## src/rtl/float_pkg.sv

```systemverilog
// Shared widths, encodings and types for the single-precision reciprocal pipeline.
package float_pkg;
  localparam int EXP_W   = 8;
  localparam int FRAC_W  = 23;
  localparam int BIAS    = 127;
  localparam int LATENCY = 26;

  localparam logic [FRAC_W-1:0] CANON_NAN = 23'h400000;

  typedef struct packed {
    logic              sign;
    logic [EXP_W-1:0]  exp;
    logic [FRAC_W-1:0] frac;
  } float32_t;

  typedef enum logic [1:0] {NORMAL, ZERO_RES, INF_RES, NAN_RES} spec_cls_t;

  // Side-band that rides along with the mantissa datapath.
  typedef struct packed {
    logic             sign;
    spec_cls_t        cls;
    logic             pow2;
    logic [EXP_W-1:0] exp;
  } recip_meta_t;
endpackage

```

## src/rtl/float_recip_step.sv

```systemverilog
// One restoring-division step: double the remainder, subtract the divisor if it fits.
module float_recip_step
  import float_pkg::*;
(
  input  logic [FRAC_W:0] rem_in,
  input  logic [FRAC_W:0] div,
  output logic [FRAC_W:0] rem_out,
  output logic            q_bit
);
  logic [FRAC_W+1:0] rem_x2;
  logic [FRAC_W+1:0] diff;
  logic              unused_msb;

  assign rem_x2     = {rem_in, 1'b0};
  assign diff       = rem_x2 - {1'b0, div};
  assign q_bit      = (rem_x2 >= {1'b0, div});
  // The remainder always stays below the divisor, so the top bit is never needed.
  assign rem_out    = q_bit ? diff[FRAC_W:0] : rem_x2[FRAC_W:0];
  assign unused_msb = diff[FRAC_W+1];
endmodule

```

## src/rtl/float_one_div.sv

```systemverilog
// Fully pipelined binary32 reciprocal: unpack, 24 restoring steps, pack (26 register stages).
module float_one_div
  import float_pkg::*;
(
  input  logic              clock,
  input  logic              reset,
  input  logic              io_input_sign,
  input  logic [EXP_W-1:0]  io_input_exp,
  input  logic [FRAC_W-1:0] io_input_frac,
  output logic              io_output_sign,
  output logic [EXP_W-1:0]  io_output_exp,
  output logic [FRAC_W-1:0] io_output_frac
);
  localparam int STEPS = LATENCY - 2;
  localparam int MW    = FRAC_W + 1;
  localparam logic [EXP_W-1:0] EXP_POW2 = EXP_W'(2*BIAS);
  localparam logic [EXP_W-1:0] EXP_NORM = EXP_W'(2*BIAS - 1);

  logic        [STEPS:0]           vld_pipe;
  recip_meta_t [STEPS:0]           meta_pipe;
  logic        [STEPS-1:0][MW-1:0] rem_pipe, div_pipe, rem_nx;
  logic        [STEPS:0][MW-1:0]   q_pipe;
  logic        [STEPS-1:0]         q_bit;
  recip_meta_t                     meta_d;
  logic        [EXP_W-1:0]         exp_base;
  float32_t                        res_d, res_q;
  logic                            unused_tail;

  // Stage 1 unpack: classify and settle the exponent up front.
  always_comb begin
    meta_d      = '0;
    meta_d.sign = io_input_sign;
    meta_d.pow2 = (io_input_frac == '0);
    exp_base    = meta_d.pow2 ? EXP_POW2 : EXP_NORM;
    meta_d.exp  = exp_base - io_input_exp;
    if (io_input_exp == '0)
      meta_d.cls = INF_RES;
    else if (io_input_exp == '1)
      meta_d.cls = meta_d.pow2 ? ZERO_RES : NAN_RES;
    else if (io_input_exp >= exp_base)
      meta_d.cls = ZERO_RES;
    else
      meta_d.cls = NORMAL;
  end

  for (genvar j = 0; j < STEPS; j++) begin : g_step
    float_recip_step u_step (
      .rem_in  (rem_pipe[j]),
      .div     (div_pipe[j]),
      .rem_out (rem_nx[j]),
      .q_bit   (q_bit[j])
    );
  end

  // Pack: powers of two have an exact 1.0 mantissa that truncated division can't reach.
  always_comb begin
    res_d = '0;
    if (vld_pipe[STEPS]) begin
      res_d.sign = meta_pipe[STEPS].sign;
      case (meta_pipe[STEPS].cls)
        NORMAL: begin
          res_d.exp  = meta_pipe[STEPS].exp;
          res_d.frac = meta_pipe[STEPS].pow2 ? '0 : q_pipe[STEPS][FRAC_W-1:0];
        end
        INF_RES: res_d.exp = '1;
        NAN_RES: begin
          res_d.sign = 1'b0;
          res_d.exp  = '1;
          res_d.frac = CANON_NAN;
        end
        default: ;
      endcase
    end
  end

  always_ff @(posedge clock) begin
    if (reset) begin
      vld_pipe  <= '0;
      meta_pipe <= '0;
      rem_pipe  <= '0;
      div_pipe  <= '0;
      q_pipe    <= '0;
      res_q     <= '0;
    end else begin
      vld_pipe    <= {vld_pipe[STEPS-1:0], 1'b1};
      meta_pipe   <= {meta_pipe[STEPS-1:0], meta_d};
      rem_pipe[0] <= MW'(1) << FRAC_W;
      div_pipe[0] <= {1'b1, io_input_frac};
      q_pipe[0]   <= '0;
      for (int j = 0; j < STEPS; j++)
        q_pipe[j+1] <= q_pipe[j] | (MW'(q_bit[j]) << (STEPS-1-j));
      for (int j = 0; j < STEPS-1; j++) begin
        rem_pipe[j+1] <= rem_nx[j];
        div_pipe[j+1] <= div_pipe[j];
      end
      res_q <= res_d;
    end
  end

  assign unused_tail    = ^{q_pipe[STEPS][MW-1], rem_nx[STEPS-1]};
  assign io_output_sign = res_q.sign;
  assign io_output_exp  = res_q.exp;
  assign io_output_frac = res_q.frac;
endmodule

```

## config.mk

```make
export PLATFORM = sky130hd
export DESIGN_NAME = float_one_div
export DESIGN_NICKNAME = d
export VERILOG_FILES = /design/src/rtl/float_pkg.sv /design/src/rtl/float_recip_step.sv /design/src/rtl/float_one_div.sv
export SDC_FILE = /design/constraint.sdc
export NUM_CORES = 2
export LEC_CHECK = 0
export ABC_AREA = 1
export CORE_MARGIN = 2
export CORE_UTILIZATION = 50
export CTS_CLUSTER_DIAMETER = 150
export CTS_CLUSTER_SIZE = 8
export DETAILED_ROUTE_END_ITERATION = 7
export PLACE_DENSITY = 0.69
export SYNTH_ARGS = -nofsm -noshare
export SYNTH_HDL_FRONTEND = slang
export SYNTH_SLANG_ARGS = --single-unit
export TNS_END_PERCENT = 50
```

## constraint.sdc

```tcl
create_clock -name clock -period 2.6 [get_ports clock]
set_input_delay 0.52 -clock clock [delete_from_list [all_inputs] [get_ports clock]]
set_output_delay 0.52 -clock clock [all_outputs]
set_load 0.05 [all_outputs]
```

# Word level (Yosys, flattened, before mapping)
# Cells that the tools add are included.
dict set report classes {
  shift 0
  n_reduce_logical 30
  div 0
  multipliers 0
  muxes 34
  order_cmp 25
  addsub 24
  eq_ne 3
  bitwise_logic 48
}
# operator n
set op_table {}
lappend op_table {{$ge A25 B24 Y1} 24}
lappend op_table {{$mux W24} 25}
lappend op_table {{$sub A24 B24 Y24} 23}
lappend op_table {{$reduce_or A2 Y1} 26}
lappend op_table {{$pmux W23 S2} 1}
lappend op_table {{$not A1 Y1} 24}
lappend op_table {{$logic_not A23 Y1} 1}
lappend op_table {{$mux W23} 1}
lappend op_table {{$or A23 B1 Y23} 1}
lappend op_table {{$or A23 B10 Y23} 1}
lappend op_table {{$or A23 B11 Y23} 1}
lappend op_table {{$or A23 B12 Y23} 1}
lappend op_table {{$or A23 B13 Y23} 1}
lappend op_table {{$or A23 B14 Y23} 1}
lappend op_table {{$or A23 B15 Y23} 1}
lappend op_table {{$or A23 B16 Y23} 1}
lappend op_table {{$or A23 B17 Y23} 1}
lappend op_table {{$or A23 B18 Y23} 1}
lappend op_table {{$or A23 B19 Y23} 1}
lappend op_table {{$or A23 B2 Y23} 1}
lappend op_table {{$or A23 B20 Y23} 1}
lappend op_table {{$or A23 B21 Y23} 1}
lappend op_table {{$or A23 B22 Y23} 1}
lappend op_table {{$or A23 B23 Y23} 1}
lappend op_table {{other kinds (18)} 23}
dict set report word_totals {
  ff_bits 2061
  latchBits 0
  in_bits 34
  mem_bits_ro 0
  n_memories 0
  word_cells 366
  ram_bits 0
}

# Depth between registers and ports, before layout
dict set report depth {
  word_depth 6
  mapped_depth 16
  depth_no_buf 15
}

# Cells and area by module
# A second synthesis with hierarchy kept.
dict set report hier_totals {
  cells_unflattened 16712
  hier_area_um2 104565.3
}
# mod area_each_um2 cells_each seq_area_each_um2 n_inst
set by_module_without_submodules {}
lappend by_module_without_submodules {float_recip_step 2303.5 469 0.0 24}
lappend by_module_without_submodules {float_one_div 49282.3 5456 34773.4 1}

# Least setup slack after synthesis
# No wires, ideal clock.
dict set report synth_timing {
  path_type {input-to-reg}
  from {in io_input_frac[18]}
  to {reg meta_pipe[6] (netlist name)}
  setup_slack_ns 0.451
  t_required_ns 2.536
  arrival_ns 2.085
  stages 13
  setup_ns 0.064
  path_cell_list {inv_1 nand4_1 nor4_1 nand3_1 inv_1 ha_1 inv_1 fa_1 nor2_1 inv_1 o21ai_0 nand2_1 nor2_1}
}
dict set report synth_between {
  elab_chain_len 3
}
# item line_no
set synth_lines {}
lappend synth_lines {{start, declared} float_one_div.sv:9} ;# input logic [FRAC_W-1:0] io_input_frac,
lappend synth_lines {{$logic_not A23 Y1} float_one_div.sv:33} ;# meta_d.pow2 = (io_input_frac == '0);
lappend synth_lines {{$mux W2} float_one_div.sv:34} ;# exp_base = meta_d.pow2 ? EXP_POW2 : EXP_NORM;
lappend synth_lines {{named net exp_base[1]} float_one_div.sv:25} ;# logic [EXP_W-1:0] exp_base;
lappend synth_lines {{$sub A8 B8 Y8} float_one_div.sv:35} ;# meta_d.exp = exp_base - io_input_exp;
lappend synth_lines {{end signal, assigned} float_one_div.sv:86} ;# meta_pipe <= {meta_pipe[STEPS-1:0], meta_d};
lappend synth_lines {{end, declared} float_one_div.sv:20} ;# recip_meta_t [STEPS:0] meta_pipe;
# The timed path passes the listed nets, and every way through them passes these cells.
# A chain may end at the register's enable or synchronous reset.

# Worst setup path in the final report
dict set report layout_timing {
  from {reg res_q, in the netlist io_output_frac[3]}
  to {out io_output_frac[3]}
}
# item line_no
set layout_rtl {}
lappend layout_rtl {{start, declared} float_one_div.sv:26} ;# float32_t res_d, res_q;
lappend layout_rtl {{start signal, assigned} float_one_div.sv:96} ;# res_q <= res_d;
lappend layout_rtl {{end, declared} float_one_div.sv:12} ;# output logic [FRAC_W-1:0] io_output_frac
# No word-level cell between the ends.

==> run_results.csv <==
group,metric,value,unit
synth,synth-edff-count,0,
power_and_ir_drop,p_int,72.5,mW
global_routing,grt_max_degree,157,
clocking,cts_buffers,235,
routing,vias,82400,
floorplanning,rows,158,
sta,hold_viol,0,
min_path,hold_path_end,"meta_pipe[11]",
cells_and_area,nets,15400,
synth,synthesis.area,93000,µm²
sta,hold_ws,0.190,ns
min_path,hold_start,"io_input_sign",
global_routing,antenna_found_initial,2,
cells_and_area,utilization,56.0,%
worst_setup_path,r2r_end,"rem_pipe[356]",
floorplanning,die_w,435,µm
worst_setup_path,cp_num_buf_inv,1,
synth,synth_area_leader_cell,"dfxtp_1",
clocking,clkLatencyLatePin,0.89,ns
power_and_ir_drop,p_total,135,mW
clocking,clockBufferDepth,3,
worst_setup_path,worstPathMaxFanout,1,
clocking,cts_tree,"built",
clocking,h-tree-depth,4,
floorplanning,initial_core_util,50.3,%
global_routing,overflow,0,
cells_and_area,fillCellCount,18700,
global_routing,grt_pass1_vias,77000,
floorplanning,die_area,189000,µm²
routing,drt_iter0_markers,6022,
power_and_ir_drop,power_frac_comb,55.4,%
synth,avgSynthCellArea,6.37,µm²
synth,syn-num-nets,15200,
routing,routed_via_density,4.76,
routing,drc,0,
routing,routedWlPerCell,14.3,µm
place,dp.cells,17000,
power_and_ir_drop,power_frac_clock,20.0,%
synth,synth_cell_types,50,
worst_setup_path,rrSetupSlack,0.14,ns
worst_setup_path,rr_startpoint,"div_pipe[322]",
cells_and_area,final_cell_area,104000,µm²
worst_setup_path,crit_type,"reg -> out",
sta,fin_crit,2.50,ns
synth,yosys.area.top_type_share,37.4,%
synth,ys_seq_area_share,37.4,%
floorplanning,fp.dieH,435,µm
min_path,hold_class,"in -> reg",
power_and_ir_drop,p_leak,55.2,nW
floorplanning,boundaryPins,66,
worst_setup_path,cpPeakStageDelay,0.85,ns
worst_setup_path,critPathSlowestCell,"clkdlybuf4s50_1",
place,place_ws,-1.19,ns
worst_setup_path,required,2.08,ns
power_and_ir_drop,pwr-share-seq,24.6,%
clocking,root_buffer,"clkbuf_16",
sta,finalSetupViolations,0,
routing,drt_wl_total,247,mm
run,maxCapViolations,0,
global_routing,grt_pass1_wl,395,mm
power_and_ir_drop,switching_share,46.2,%
cells_and_area,final_cells,17300,
sta,finClkSkew,0.0936,ns
min_path,min_path_cells,3,
worst_setup_path,critical_path.endpoint_type,"primary output",
worst_setup_path,ff2ff_path_depth,11,
sta,rsz0062_at_grt,"yes",
status,status,"completed",
global_routing,track_usage,25.7,%
cells_and_area,area_growth,11.4,%
place,numPortBuffers,65,
power_and_ir_drop,irDropWorstVdd,0.832,mV
sta,drv_slew,0,
routing,postRouteAntennaNets,0,
cells_and_area,drive_gt1_share,3.89,%
sta,fin_crit_sh,96.3,%
worst_setup_path,path_cells,"clkdlybuf4s50_1",
worst_setup_path,start_kind,"flip-flop",
synth,synth_cells,14600,
power_and_ir_drop,p_per_area,1300,nW/µm²
cells_and_area,regArea,34800,µm²
cells_and_area,multi_input_area,45100,µm²
clocking,clk_pin_slew_worst_paths,0.05,ns
clocking,cts.sink_count,1737,
place,place_area,97200,µm²
place,hpwlAfterDp,195,mm
sta,max_freq,399,MHz
sta,slew_headroom,29.7,%
sta,tns,0,ns
synth,yosysWarnings,0,
synth,synthTopCellsByArea,"dfxtp_1 (37%), nand2_1 (18%), inv_1 (13%), nor2_1 (10%), ha_1 (7.5%)",
synth,synth_ff_type,"dfxtp_1",
worst_setup_path,crit_arrival,1.98,ns
place,place_congestion,0.972,
sta,layout_setup_ws,0.0961,ns
synth,synth.ff_latch_count,1737,
floorplanning,core-area,185000,µm²
routing,first_pass_iters,7,
worst_setup_path,cp_top_family,"buffers and inverters",
power_and_ir_drop,switching_power,62.2,mW
sta,tightestPinTransition,1.05,ns
synth,ys_async_sr_fraction,0,%
per-layer routing:
metal  up-vias  track usage, %  share of wire (%)
met3       528            3.08                5.2
li1      43500               -                  -
met2      2120            45.6                 48
met1     36300            31.4                 42
met4         2            10.3                4.1
met5         -               0             0.0053
tightest hold or removal path, cell delays in order:
cell and delay, ns:
clkdlybuf4s50_1 0.40, inv_1 0.05, nor2_1 0.03
worst max path at each step:
| stage | from | endpoint | depth (start not counted) |
|---|---|---|---|
| after detailed placement | io_input_frac[19] | meta_pipe[5] | 14 |
| after global routing | div_pipe[303] | rem_pipe[327] | 12 |
| after CTS | io_output_frac[2] | io_output_frac[2] | 1 |
| after global placement | io_input_frac[19] | meta_pipe[2] | 14 |
| final | io_output_frac[3] | io_output_frac[3] | 1 |
| after floorplan | io_input_frac[18] | meta_pipe[6] | 13 |
sequential cells by signal, indices dropped and copies added, names as in the netlist:
signal,cells
div_pipe,552
io_output_sign,1
rem_pipe,553
meta_pipe,300
io_output_frac,23
io_output_exp,8
q_pipe,276
vld_pipe,24
final cells by class:
| cell class | instances | area share, % |
|---|---|---|
| sequential | 1737 | 33.6 |
| multi-input combinational | 9430 | 43.5 |
| antenna | 2 | 0.00483 |
| inverter | 3153 | 11.4 |
| timing repair inverter | 1 | 0.00725 |
| clock inverter | 16 | 0.424 |
| clock buffer | 236 | 5.68 |
| timing repair buffer | 247 | 2.38 |
| tap | 2480 | 2.99 |
cell usage in the layout, fill, tap and decap left out, types with 4 or more instances in the layout:
cell and n:
nor4_1 10, xnor2_1 179, nand2_1 4357, inv_2 14, xor2_1 54, nand3_4 4
a21oi_1 344, nand3_2 27, inv_1 3137, nor2b_1 6, clkdlybuf4s50_1 61, clkinv_16 13
nor3_1 59, buf_12 36, a21o_1 17, or2_2 17, a21oi_2 9, dfxtp_1 1737
nand2_2 15, and2_1 39, buf_4 145, nand3b_1 84, o21ai_1 17, fa_1 23
nor3b_1 21, clkbuf_16 235, nor2_1 2536, nor3_2 5, o21a_1 4, ha_1 558
nand3_1 628, o21ai_0 146, nand4_1 180, nor2_2 41, o21bai_1 21, or2_1 11
cells in the mapped netlist, types with 13 or more instances:
library cell / instances
buf_2: 47
o21ai_0: 146
inv_1: 3138
a21o_1: 17
xnor2_1: 179
ha_1: 558
dfxtp_1: 1737
a21oi_1: 344
nor3_1: 59
buf_6: 13
and2_1: 39
o21ai_1: 17
nand3b_1: 84
clkbuf_1: 178
nor2_2: 39
nand3_2: 28
nand2_2: 14
nor2_1: 2538
inv_2: 15
nand2_1: 4358
nand3_1: 629
fa_1: 23
nor3b_1: 21
o21bai_1: 21
xor2_1: 54
or2_2: 17
nand4_1: 180
buf_4: 30
power groups by stage:
stage	combinational, mW	clock, mW	sequential (mW)
after floorplan	56.6	0	32.1
after global placement	72.4	0	33.7
after detailed placement	72.9	0	33.7
after CTS	73.5	27.7	33.1
after global routing	85.5	28.7	33.3
final	74.6	26.9	33.2
cell families (layout without fill, tap and decap cells):
group | Yosys count | after routing | synth area share (%)
xor+xnor | 233 | 233 | 2.19
simple gates | 8051 | 8051 | 35.0
buf+inv | 3432 | 3653 | 14.2
other cells | 0 | 2 | 0
compound gates | 565 | 565 | 3.23
flops | 1737 | 1737 | 37.4
fa+ha+maj | 581 | 581 | 8.00
timing repair:
item | in CTS | in global routing
gates resized for setup | 4 | 7
setup endpoints to repair | 10 | 41
endpoints found under the hold margin | 5 | 0
pin swaps | 0 | 1
gates cloned | 0 | 1
hold buffers | 1 | 0
setup buffers | 0 | 5
Note: power is estimated with default switching activity, not from simulation.
